$ cat src/rtl/arb_mux_n_pkg.sv
// Shared definitions for the arbitrated N-channel mux: mode encodings and the
// rotated-priority grant function used by the round-robin arbiter.
// Latency: n/a (definitions only). Backpressure: n/a.
package arb_mux_pkg;

  localparam logic MODE_RR    = 1'b0;
  localparam logic MODE_FIXED = 1'b1;

  // Largest supported channel count and the index width that covers it.
  localparam int MAX_N    = 16;
  localparam int MAX_IDXW = 4;

  // One-hot grant for the first requester after ptr, searching ptr+1, ptr+2, ...
  // modulo n. The wrap uses n rather than a power of two, so non-power-of-two
  // channel counts never visit a nonexistent channel. ptr itself is searched last.
  function automatic logic [MAX_N-1:0] rr_grant(
    input logic [MAX_N-1:0]    req,
    input logic [MAX_IDXW-1:0] ptr,
    input int                  n
  );
    logic [MAX_N-1:0] g;
    logic             found;
    logic [31:0]      idx;
    g     = '0;
    found = 1'b0;
    for (int k = 1; k <= MAX_N; k++) begin
      if (k <= n) begin
        idx = (32'(ptr) + 32'(k)) % 32'(n);
        if (!found && req[idx[MAX_IDXW-1:0]]) begin
          g[idx[MAX_IDXW-1:0]] = 1'b1;
          found                = 1'b1;
        end
      end
    end
    return g;
  endfunction

endpackage

$ cat src/rtl/arb_mux_n_rr_arbiter.sv
// Round-robin arbiter: one-hot grant plus its index, priority rotated past ptr.
// Latency: purely combinational, no state (the pointer lives in the parent).
// Backpressure: en = 0 forces an all-zero grant.
// Ports: req[N] requests, ptr last-granted index, en grant enable,
//        gnt[N] one-hot grant, gnt_idx index of the granted channel (0 if none).
module rr_arbiter
  import arb_mux_pkg::*;
#(
  parameter  int N    = 4,
  localparam int SELW = $clog2(N)
) (
  input  logic [N-1:0]    req,
  input  logic [SELW-1:0] ptr,
  input  logic            en,
  output logic [N-1:0]    gnt,
  output logic [SELW-1:0] gnt_idx
);

  logic [MAX_N-1:0] req_ext;
  logic [MAX_N-1:0] gnt_ext;

  always_comb begin
    req_ext         = '0;
    req_ext[N-1:0]  = req;
    gnt_ext         = rr_grant(req_ext, MAX_IDXW'(ptr), N);
    gnt             = en ? gnt_ext[N-1:0] : '0;
    gnt_idx         = '0;
    for (int i = 0; i < N; i++) begin
      if (gnt[i]) gnt_idx = SELW'(i);
    end
  end

endmodule

$ cat src/rtl/arb_mux_n.sv
// N-channel arbitrated mux with a registered output beat, round-robin or fixed select.
// Latency: 1 cycle from input transfer to out_valid; 1 beat/cycle sustained.
// Backpressure: a held beat with out_ready low drops all in_ready; drain+load same cycle.
// Ports: clk/reset_n (sync, active-low); in_valid/in_ready/in_data per channel;
//        mode/sel choose RR or fixed channel; out_valid/out_ready/out_data/out_src.
module arb_mux_n
  import arb_mux_pkg::*;
#(
  parameter  int WIDTH = 8,
  parameter  int N     = 4,
  localparam int SELW  = $clog2(N)
) (
  input  logic               clk,
  input  logic               reset_n,
  input  logic [N-1:0]       in_valid,
  output logic [N-1:0]       in_ready,
  input  logic [N*WIDTH-1:0] in_data,
  input  logic               mode,
  input  logic [SELW-1:0]    sel,
  output logic               out_valid,
  input  logic               out_ready,
  output logic [WIDTH-1:0]   out_data,
  output logic [SELW-1:0]    out_src
);

  localparam logic [SELW:0]   N_EXT    = (SELW+1)'(N);
  localparam logic [SELW-1:0] PTR_INIT = SELW'(N-1);

  logic             out_valid_q, out_valid_d;
  logic [WIDTH-1:0] out_data_q,  out_data_d;
  logic [SELW-1:0]  out_src_q,   out_src_d;
  logic [SELW-1:0]  ptr_q,       ptr_d;

  logic             load_en;
  logic             arb_en;
  logic [N-1:0]     gnt_rr;
  logic [SELW-1:0]  gnt_rr_idx;
  logic [N-1:0]     gnt_fix;
  logic             sel_ok;
  logic [N-1:0]     grant;
  logic [SELW-1:0]  grant_idx;
  logic             xfer;
  logic [WIDTH-1:0] data_sel;

  // The register can take a new beat when empty or when the held one drains now;
  // this is the intended out_ready -> in_ready combinational path.
  assign load_en = !out_valid_q | out_ready;
  assign arb_en  = load_en & reset_n;

  rr_arbiter #(.N(N)) u_rr (
    .req     (in_valid),
    .ptr     (ptr_q),
    .en      (1'b1),
    .gnt     (gnt_rr),
    .gnt_idx (gnt_rr_idx)
  );

  always_comb begin
    // sel may exceed N-1 when N is not a power of two; such selects never grant.
    sel_ok  = ({1'b0, sel} < N_EXT);
    gnt_fix = '0;
    if (sel_ok && in_valid[sel]) gnt_fix[sel] = 1'b1;

    grant     = (mode == MODE_FIXED) ? gnt_fix : gnt_rr;
    grant_idx = (mode == MODE_FIXED) ? sel     : gnt_rr_idx;
    in_ready  = grant & {N{arb_en}};
    // Grants only ever go to valid channels, so any ready bit is a transfer.
    xfer      = |in_ready;

    data_sel = '0;
    for (int i = 0; i < N; i++) begin
      if (grant[i]) data_sel = data_sel | in_data[i*WIDTH +: WIDTH];
    end
  end

  always_comb begin
    out_valid_d = out_valid_q;
    out_data_d  = out_data_q;
    out_src_d   = out_src_q;
    ptr_d       = ptr_q;
    if (xfer) begin
      out_valid_d = 1'b1;
      out_data_d  = data_sel;
      out_src_d   = grant_idx;
      if (mode == MODE_RR) ptr_d = grant_idx;
    end else if (out_valid_q && out_ready) begin
      out_valid_d = 1'b0;
    end
  end

  always_ff @(posedge clk) begin
    if (!reset_n) begin
      out_valid_q <= 1'b0;
      out_data_q  <= '0;
      out_src_q   <= '0;
      ptr_q       <= PTR_INIT;
    end else begin
      out_valid_q <= out_valid_d;
      out_data_q  <= out_data_d;
      out_src_q   <= out_src_d;
      ptr_q       <= ptr_d;
    end
  end

  assign out_valid = out_valid_q;
  assign out_data  = out_data_q;
  assign out_src   = out_src_q;

endmodule
$ cat config.mk
export PLATFORM = sky130hd
export DESIGN_NAME = arb_mux_n
export DESIGN_NICKNAME = d
export VERILOG_FILES = /design/src/rtl/arb_mux_n_pkg.sv /design/src/rtl/arb_mux_n_rr_arbiter.sv /design/src/rtl/arb_mux_n.sv
export SDC_FILE = /design/constraint.sdc
export NUM_CORES = 1
export LEC_CHECK = 0
export CORE_MARGIN = 4
export CORE_UTILIZATION = 43
export DETAILED_ROUTE_END_ITERATION = 16
export GPL_ROUTABILITY_DRIVEN = 0
export GPL_TIMING_DRIVEN = 0
export PLACE_DENSITY = 0.9
export SYNTH_ARGS = -nofsm -noshare
export SYNTH_HDL_FRONTEND = slang
export SYNTH_SLANG_ARGS = --single-unit
$ cat constraint.sdc
create_clock -name clk -period 4 [get_ports clk]
set_clock_uncertainty 0.15 [all_clocks]
set_input_delay 0.8 -clock clk [delete_from_list [all_inputs] [get_ports clk]]
set_output_delay 0.8 -clock clk [all_outputs]
set_load 0.02 [all_outputs]
==> results of run 1 <==
==> cell usage after synthesis (2+ instances only) <==
cell type	n	area (µm²)
and4_1	2	17.52
inv_1	15	56.30
dfxtp_1	13	260.3
o21ai_0	6	30.03
mux4_2	2	45.04
or4_1	2	15.01
nor2b_1	4	25.02
buf_6	2	22.52
ha_1	8	100.1
a31oi_1	2	12.51
nor3b_1	2	15.01
o211ai_1	10	75.07
and3_1	2	12.51
mux2_2	2	22.52
a22o_1	8	70.07
and2_1	2	12.51
a21oi_1	2	10.01
o21a_1	2	15.01
nor3_1	2	10.01
buf_2	6	30.03
clkbuf_1	6	22.52
o31ai_1	9	67.56
a211oi_1	8	60.06
nand2_1	15	56.30
nor2_1	15	56.30
o31a_1	3	26.28
==> cell families after synthesis <==
kind of cell	Yosys count	share of synthesized area, %
AO/OA/AOI/OAI	60	34.55
flip-flops	13	18.96
multiplexers	6	6.745
adder cells (fa/ha/maj)	8	7.293
buffers and inverters	30	10.12
AND/OR/NAND/NOR	57	22.33
==> state kept, by name, indices dropped and copies added (netlist names) <==
| signal | flops |
|---|---|
| ptr_q | 2 |
| out_src | 2 |
| out_data | 8 |
| out_valid | 1 |
==> worst register-to-register path: stages, from the launching register on <==
cell and delay, ns:
dfxtp_2 0.38, buf_6 0.16, inv_1 0.13, ha_2 0.43
mux4_2 0.38, buf_4 0.17, buf_4 0.13, buf_4 0.14
nand2_1 0.10, o31ai_4 0.11, o31a_1 0.41, a22o_1 0.23
a211oi_1 0.37, o31ai_1 0.11
==> through the flow <==
stage / hold slack [ns] / utilization [%] / setup slack (ns)
2_1_floorplan: 0.3810 / - / 0.4058
3_3_place_gp: 0.3016 / 64.47 / -0.5575
3_5_place_dp: 0.3156 / 64.47 / -0.5752
4_1_cts: 0.3245 / 67.46 / -0.02151
5_1_grt: 0.3516 / 69.80 / -0.02560
6_report: 0.3190 / 69.80 / 0.09264
==> how the worst max path moves through the flow <==
stage	from	cells past startpoint	endpoint	slack [ns]
global route	ptr_q[0]	12	in_ready[0]	-0.03
global placement	in_valid[2]	8	in_ready[3]	-0.56
finish	ptr_q[0]	12	in_ready[0]	0.09
floorplan	ptr_q[0]	10	in_ready[3]	0.41
detailed placement	in_valid[2]	8	in_ready[3]	-0.58
CTS	in_valid[2]	9	in_ready[3]	-0.02
==> final cells by class <==
| class | count | area [µm²] | share of cell area, % |
|---|---|---|---|
| buffer | 14 | 105.1 | 4.932 |
| tap | 44 | 55.05 | 2.584 |
| timing repair buffer | 64 | 619.3 | 29.07 |
| sequential | 13 | 262.8 | 12.33 |
| inverter | 15 | 56.30 | 2.642 |
| clock buffer | 4 | 26.28 | 1.233 |
| multi-input combinational | 131 | 1006 | 47.21 |
==> per-layer routing <==
| metal | wire length (µm) | part of all wire, % |
|---|---|---|
| met2 | 2179 | 49 |
| met3 | 193 | 4.4 |
| met5 | 0 | 0 |
| met1 | 1957 | 44 |
| met4 | 95 | 2.1 |
==> report_power, final <==
part	switching (W)	internal, W	leakage (nW)
registers	0.0000140	0.000151	0.107
clock network	0.0000435	0.0000387	0.0150
logic	0.000169	0.000175	0.776
total	0.000226	0.000364	0.899
==> what timing repair did <==
action	in CTS	in global routing
gates resized for setup	24	16
setup endpoints to repair	4	4
setup buffers	4	6
gates cloned	0	0
pin swaps	1	2
==> flow_summary_export.csv, run 1 <==
group,metric,value,unit
run_status,status,"finished, final reports clean",
setup_path,r2r_cells,13,
grt,grt_first_pass_wirelength,6693,µm
clock_network,hold_buffers,0,
synthesis,synth_cell_types,50,
synthesis,dominantRegCellSynth,"dfxtp_1",
layout,final_cell_area,0.002131,mm²
setup_path,regToRegStartpoint,"ptr_q[0]",
power,p_leak,0.8988,nW
setup_path,crit_family,"buffers and inverters",
placed_design,dp_hpwl,3228,µm
layout,diodes,0,
min_path,hold_path_depth,2,
floorplanning,die-area,0.004160,mm²
grt,grt_max_degree,11,
sta,finalHoldViolCount,0,
floorplanning,core_area,0.003053,mm²
clock_network,clk_pin_slew,0.07,ns
sta,period_needed,3.907,ns
floorplanning,fp.dieW,64.50,µm
drt,route.vias.total,1586,
setup_path,slowest_delay,0.43,ns
clock_network,clk_path_buf_depth,2,
clock_network,htree_levels,1,
floorplanning,initial_utilization,44.96,%
drt,firstDrtPassIters,4,
setup_path,worstReg2RegEnd,"out_data[3]",
setup_path,cp_slowest_cell,"ha_2",
sta,relSlewSlack,70.96,%
grt,grt.busiest_layer,"met2",
layout,final_common_cell,"clkdlybuf4s50_1",
sta,period_share,97.68,%
setup_path,endpoint_kind,"primary output",
sta,maxSlewViolCount,0,
setup_path,cp_data_arrival_time,2.96,ns
synthesis,synth_edf_count,0,
layout,stdcell_count,285,
layout,synthToLayoutAreaGrowth,55.24,%
placed_design,placed_area,0.001968,mm²
grt,antenna_found_initial,0,
min_path,hold_start,"out_src[0]",
clock_network,root_buffer,"clkbuf_4",
setup_path,crit_type,"register to primary output",
drt,post_drt_wl_per_cell,15.53,µm
drt,wl,4425,µm
drt,avgViaCountPerCell,5.565,
floorplanning,dieHeight,64.50,µm
grt,met2_usage,34.15,%
synthesis,yosysWarnings,0,
sta,fmax,0.2559,GHz
layout,fill_cells,245,
synthesis,syn_inst,174,
sta,setup_viol,0,
floorplanning,rows,20,
setup_path,required,3.05,ns
setup_path,critPathBufInv,7,
power,power,0.0005905,W
setup_path,path_cells,"buf_6 > inv_1 > ha_2 > mux4_2 > buf_4 > buf_4 > buf_4 > o31ai_2 > o41ai_2 > clkbuf_4 > nor2_1 > buf_2",
synthesis,postSynthRegisterBits,13,
placed_design,dp_cells,272,
placed_design,port_buffers,54,
grt,globalRouteOverflowTotal,0,
power,powerDensity,277.1,mW/mm²
synthesis,synthArstFlopShare,0,%
synthesis,syn_avg_cell_area,7.888,µm²
setup_path,r2r_slack,0.48,ns
synthesis,yosysSeqAreaShare,18.96,%
grt,grtUsageMet3,1.560,%
layout,drive_gt1_share,19.50,%
clock_network,cts_tree,"done",
drt,drc,0,
floorplanning,pin_count,57,
clock_network,insertion_delay,0.27,ns
grt,use_met1,26.54,%
drt,drtAntennaViolNets,0,
clock_network,cts-buffers-inserted,3,
sta,worst_pin_slew,0.4357,ns
setup_path,critical_path.most_common_cell,"buf_4",
min_path,min_to,"out_src[0]",
grt,grt_pass1_vias,1378,
sta,fin_setup_tns,0,ns
layout,layout_common_cells,"clkdlybuf4s50_1 (48), inv_1 (15), nand2_1 (15), nor2_1 (15), dfxtp_1 (11)",
clock_network,cts_num_sinks,13,
job,maxCapViolCount,0,
setup_path,path_max_fanout,10,
min_path,hold_class,"register to register",
synthesis,syn_nets,224,
grt,grtUsageTotal,20.21,%
layout,final_nets,292,
synthesis,netlist_area,0.001373,mm²
power,ir_worst_vdd,0.0001125,V
drt,drt_iter0_drc,145,
setup_path,worstSetupStartpointType,"register",
No activity file was read; power rests on OpenSTA's default activity.
==> run 2: changes to the inputs <==
- GPL_TIMING_DRIVEN: 0 -> unset
- PLACE_DENSITY: 0.9 -> 0.86
==> run 2 against run 1 <==
Core utilization shrank 0.57 points. Critical path depth shrank 5. Sequential power decreased by 2%. Combinational power shrank 5%.
==> flow_summary_export.csv, run 2 (same netlist as run 1, synthesis figures left out) <==
group,metric,value,unit
run_status,status,"finished, final reports clean",
layout,diodes,0,
sta,period_needed,3.882,ns
drt,post_drt_wl_per_cell,14.65,µm
setup_path,crit_type,"primary input to primary output",
setup_path,path_cells,"clkdlybuf4s50_1 > mux4_2 > a221oi_2 > o31ai_4 > o31ai_2 > nor2_1 > dlygate4sd2_1",
setup_path,required,3.05,ns
sta,finalHoldViolCount,0,
sta,rsz0062_at_grt,"no",
clock_network,cts_tree,"done",
clock_network,post_cts_buffers,0,
floorplanning,initial_utilization,44.96,%
clock_network,htree_levels,1,
layout,layout_common_cells,"clkdlybuf4s50_1 (51), buf_4 (25), inv_1 (15), nand2_1 (15), nor2_1 (15)",
layout,synthToLayoutAreaGrowth,53.97,%
drt,firstDrtPassIters,4,
placed_design,dp_slack,-0.2236,ns
setup_path,cp_slowest_cell,"mux4_2",
sta,fin_ws,0.1178,ns
setup_path,r2r_slack,0.82,ns
sta,worst_pin_slew,0.3805,ns
grt,grt_pass1_vias,1526,
setup_path,crit_family,"buffers and inverters",
layout,final_cell_area,0.002113,mm²
sta,setup_viol,0,
placed_design,dp_cells,284,
sta,period_share,97.05,%
min_path,hold_class,"register to register",
clock_network,clk_pin_slew,0.07,ns
clock_network,cts-buffers-inserted,3,
floorplanning,core_area,0.003053,mm²
layout,stdcell_count,288,
clock_network,cts_num_sinks,13,
layout,largest_reg_flops,8,
job,maxCapViolCount,0,
grt,antenna_found_initial,0,
layout,final_common_cell,"clkdlybuf4s50_1",
drt,avgViaCountPerCell,5.347,
setup_path,worstSetupStartpointType,"primary input",
layout,drive_gt1_share,18.03,%
setup_path,cp_data_arrival_time,2.93,ns
setup_path,critPathBufInv,2,
clock_network,clk_path_buf_depth,2,
drt,drc,0,
power,powerDensity,269.4,mW/mm²
power,p_leak,0.9019,nW
placed_design,placed_area,0.002093,mm²
sta,maxSlewViolCount,0,
power,power,0.0005693,W
sta,fin_setup_tns,0,ns
setup_path,slowest_delay,0.58,ns
floorplanning,die-area,0.004160,mm²
grt,grtUsageTotal,21.60,%
floorplanning,rows,20,
layout,final_nets,295,
placed_design,dp_hpwl,3404,µm
clock_network,root_buffer,"clkbuf_4",
placed_design,port_buffers,56,
sta,fmax,0.2576,GHz
drt,drt_iter0_drc,98,
clock_network,insertion_delay,0.28,ns
drt,wl,4219,µm
clock_network,hold_buffers,0,
floorplanning,pin_count,57,
drt,route.vias.total,1540,
setup_path,path_max_fanout,7,
grt,grt_max_degree,19,
power,ir_worst_vdd,0.00009923,V
grt,grt_first_pass_wirelength,7100,µm
setup_path,endpoint_kind,"primary output",
grt,globalRouteOverflowTotal,0,
floorplanning,fp.dieW,64.50,µm
sta,relSlewSlack,74.40,%
floorplanning,dieHeight,64.50,µm
drt,drtAntennaViolNets,0,
run 2: cell count changes in the layout (fill, tap and decap cells not counted), sizes merged:
cell and change:
buf +2, clkbuf -2, clkdlybuf4s50 +3, dlygate4sd2 +1, dlymetal6s2s -1
run 2: path summary, 6_finish.rpt:
kind	from	end	cells after the start
setup reg to reg	ptr_q[0]	ptr_q[1]	11
hold reg to reg	out_src[0]	out_src[0]	2
hold / removal	out_src[0]	out_src[0]	2
setup / recovery	in_valid[1]	in_ready[1]	7
run 2: per-stage QoR:
stage / hold WS, ns / util, %
after global routing: 0.3605 / 69.22
after global placement: 0.3006 / 68.57
final: 0.3256 / 69.22
after CTS: 0.3354 / 69.26
after floorplan: 0.3810 / -
after detailed placement: 0.3059 / 68.57
run 2: layout make-up:
type                       instances  area [µm²]
sequential                        13       260.3
clock buffer                       4       26.28
timing repair buffer              81       734.5
multi-input combinational        131       980.9
inverter                          15       56.30
fill                             272       939.7
tap                               44       55.05
run 2: worst register-to-register path: stages (launching register included):
cell      delay (ns)
dfxtp_1         0.34
inv_1           0.06
ha_1            0.40
or3b_2          0.47
o211ai_1        0.16
and4_1          0.26
o41ai_2         0.09
buf_4           0.14
buf_4           0.16
and4bb_1        0.28
or4_1           0.50
o211ai_1        0.10
run 2: what timing repair did:
action / CTS / global route
endpoints found under the setup margin: 4 / 3
gates resized for setup: 4 / 9
pin swaps: 1 / 0
run 2: metal layers:
layer	GRT usage, %	wire length (µm)	share of wire, %	up-vias
met2	34.41	2048	49	36
met1	28.98	1941	46	704
met4	10.29	99	2.3	0
met3	2.426	129	3.1	9
li1	-	-	-	791
met5	0	0	0	-
run 2: where the power goes:
| part | switching, W | internal [W] |
|---|---|---|
| Combinational | 0.000159 | 0.000166 |
| Sequential | 0.0000104 | 0.000150 |
| Clock | 0.0000441 | 0.0000388 |
==> run 3: changes to the inputs <==
- CORE_MARGIN: 4 -> unset
==> run 3 against run 2 <==
Global-route usage grew 3.0 points. Sequential power barely moved. Power grew 0.79%. Final area grew 0.83%. First-iteration DRC count is 9.2% higher. Count of clock-buffer cells in the layout unchanged. Final cell count unchanged. Register-to-register slack got worse by 0.10 ns. Clock power down 4.0%. Critical path depth stayed put. Die area is 18% lower. Setup slack improved by 0.024 ns. Critical path type unchanged. Largest cell class unchanged.
==> flow_summary_export.csv, run 3 (same netlist as run 1, synthesis figures left out) <==
group,metric,value,unit
setup_path,worstReg2RegEnd,"ptr_q[1]",
floorplanning,pin_count,57,
run_status,status,"finished, final reports clean",
power,ir_worst_vdd,0.0001212,V
placed_design,placed_area,0.002071,mm²
min_path,min_to,"out_src[0]",
setup_path,path_max_fanout,6,
layout,diodes,0,
sta,finalHoldViolCount,0,
floorplanning,die-area,0.003422,mm²
setup_path,required,3.05,ns
grt,globalRouteOverflowTotal,0,
power,powerDensity,269.3,mW/mm²
clock_network,insertion_delay,0.27,ns
clock_network,clk_pin_slew,0.07,ns
layout,final_core_util,70.37,%
sta,relSlewSlack,67.31,%
power,p_leak,0.9137,nW
drt,wl,4213,µm
sta,period_needed,3.858,ns
floorplanning,dieHeight,58.50,µm
drt,drc,0,
drt,drtAntennaViolNets,0,
layout,final_common_cell,"clkdlybuf4s50_1",
layout,largest_reg_flops,8,
drt,avgViaCountPerCell,5.569,
floorplanning,fp.dieW,58.50,µm
clock_network,cts-buffers-inserted,3,
grt,grt_pass1_vias,1358,
drt,post_drt_wl_per_cell,14.63,µm
setup_path,endpoint_kind,"primary output",
clock_network,htree_levels,1,
floorplanning,core_area,0.003028,mm²
layout,synthToLayoutAreaGrowth,55.24,%
sta,worst_pin_slew,0.4858,ns
layout,drive_gt1_share,17.62,%
sta,period_share,96.46,%
clock_network,cts_num_sinks,13,
clock_network,cts_tree,"done",
power,p_sw,0.0002145,W
sta,setup_viol,0,
power,power_frac_seq,27.9,%
setup_path,regToRegStartpoint,"ptr_q[1]",
power,power,0.0005738,W
setup_path,r2r_cells,11,
grt,grtUsageTotal,24.56,%
sta,rsz0062_at_grt,"no",
sta,maxSlewViolCount,0,
layout,final_nets,295,
grt,antenna_found_initial,0,
grt,grt_max_degree,17,
clock_network,hold_buffers,0,
power,clock_power_share,13.9,%
sta,fin_ws,0.1415,ns
min_path,hold_path_depth,2,
power,internal_power,0.0003593,W
drt,route.vias.total,1604,
job,maxCapViolCount,0,
clock_network,clk_path_buf_depth,2,
power,combinationalPowerShare,58.3,%
floorplanning,rows,20,
layout,final_cell_area,0.002131,mm²
min_path,hold_start,"out_src[0]",
power,swShare,37.38,%
setup_path,crit_type,"primary input to primary output",
setup_path,cp_data_arrival_time,2.91,ns
grt,grt_first_pass_wirelength,6499,µm
min_path,hold_class,"register to register",
floorplanning,initial_utilization,45.33,%
placed_design,dp_slack,-0.1895,ns
layout,layout_common_cells,"clkdlybuf4s50_1 (50), buf_4 (25), inv_1 (15), nand2_1 (15), nor2_1 (15)",
drt,drt_iter0_drc,107,
placed_design,port_buffers,56,
drt,firstDrtPassIters,5,
clock_network,root_buffer,"clkbuf_4",
placed_design,dp_hpwl,3263,µm
sta,fmax,0.2592,GHz
setup_path,worstSetupStartpointType,"primary input",
setup_path,r2r_slack,0.72,ns
## run 3: cell count changes in the layout (fill, tap and decap cells not counted), sizes merged
cell	change
clkbuf	-1
clkdlybuf4s50	-1
dlygate4sd2	+1
dlymetal6s2s	+1
## run 3: area by class of cell
cell class | count | area, µm²
Multi-Input combinational cell | 131 | 992.2
Fill cell | 235 | 897.1
Timing Repair Buffer | 81 | 740.7
Sequential cell | 13 | 260.3
Inverter | 15 | 56.30
Tap cell | 44 | 55.05
Clock buffer | 4 | 26.28
## run 3: per-stage QoR
| stage | cells | hold WS (ns) | setup TNS (ns) |
|---|---|---|---|
| after floorplan | 174 | 0.3810 | 0 |
| after global placement | 281 | 0.3036 | -0.4119 |
| after detailed placement | 281 | 0.3013 | -0.5825 |
| after CTS | 287 | 0.3112 | 0 |
| after global routing | 288 | 0.3304 | 0 |
| final | 288 | 0.3070 | 0 |
## run 3: worst max-delay path by stage
stage / start / end / cells past startpoint
final: in_valid[3] / in_ready[2] / 7
after global routing: in_valid[2] / in_ready[2] / 8
after CTS: in_valid[1] / in_ready[0] / 8
after detailed placement: in_valid[1] / in_ready[0] / 8
after global placement: in_valid[3] / in_ready[3] / 7
after floorplan: ptr_q[0] / in_ready[3] / 10
## run 3: what timing repair did
item | in CTS | in global routing
endpoints found under the setup margin | 4 | 2
gates resized for setup | 5 | 7
buffers inserted | 2 | 1
## run 3: power groups by stage
stage	logic (W)	registers, W	clock network [W]
floorplan	0.000159	0.000188	0
global placement	0.000313	0.000162	0
detailed placement	0.000319	0.000163	0
CTS	0.000327	0.000160	0.0000804
global route	0.000357	0.000163	0.0000850
finish	0.000334	0.000160	0.0000796
## run 3: critical path, cell delays in order
cell and delay [ns]:
clkdlybuf4s50_1 0.48, or2_2 0.31, or4_1 0.44, a31oi_1 0.24
o41a_1 0.17, nor2b_1 0.12, dlygate4sd2_1 0.37
## run 3: routing by layer
layer / part of all wire (%) / global-route usage, % / up-vias
met3: 4.2 / 1.099 / 14
li1: - / - / 787
met5: 0 / 0 / -
met2: 46 / 39.74 / 67
met4: 2.7 / 7.823 / 0
met1: 47 / 35.17 / 736
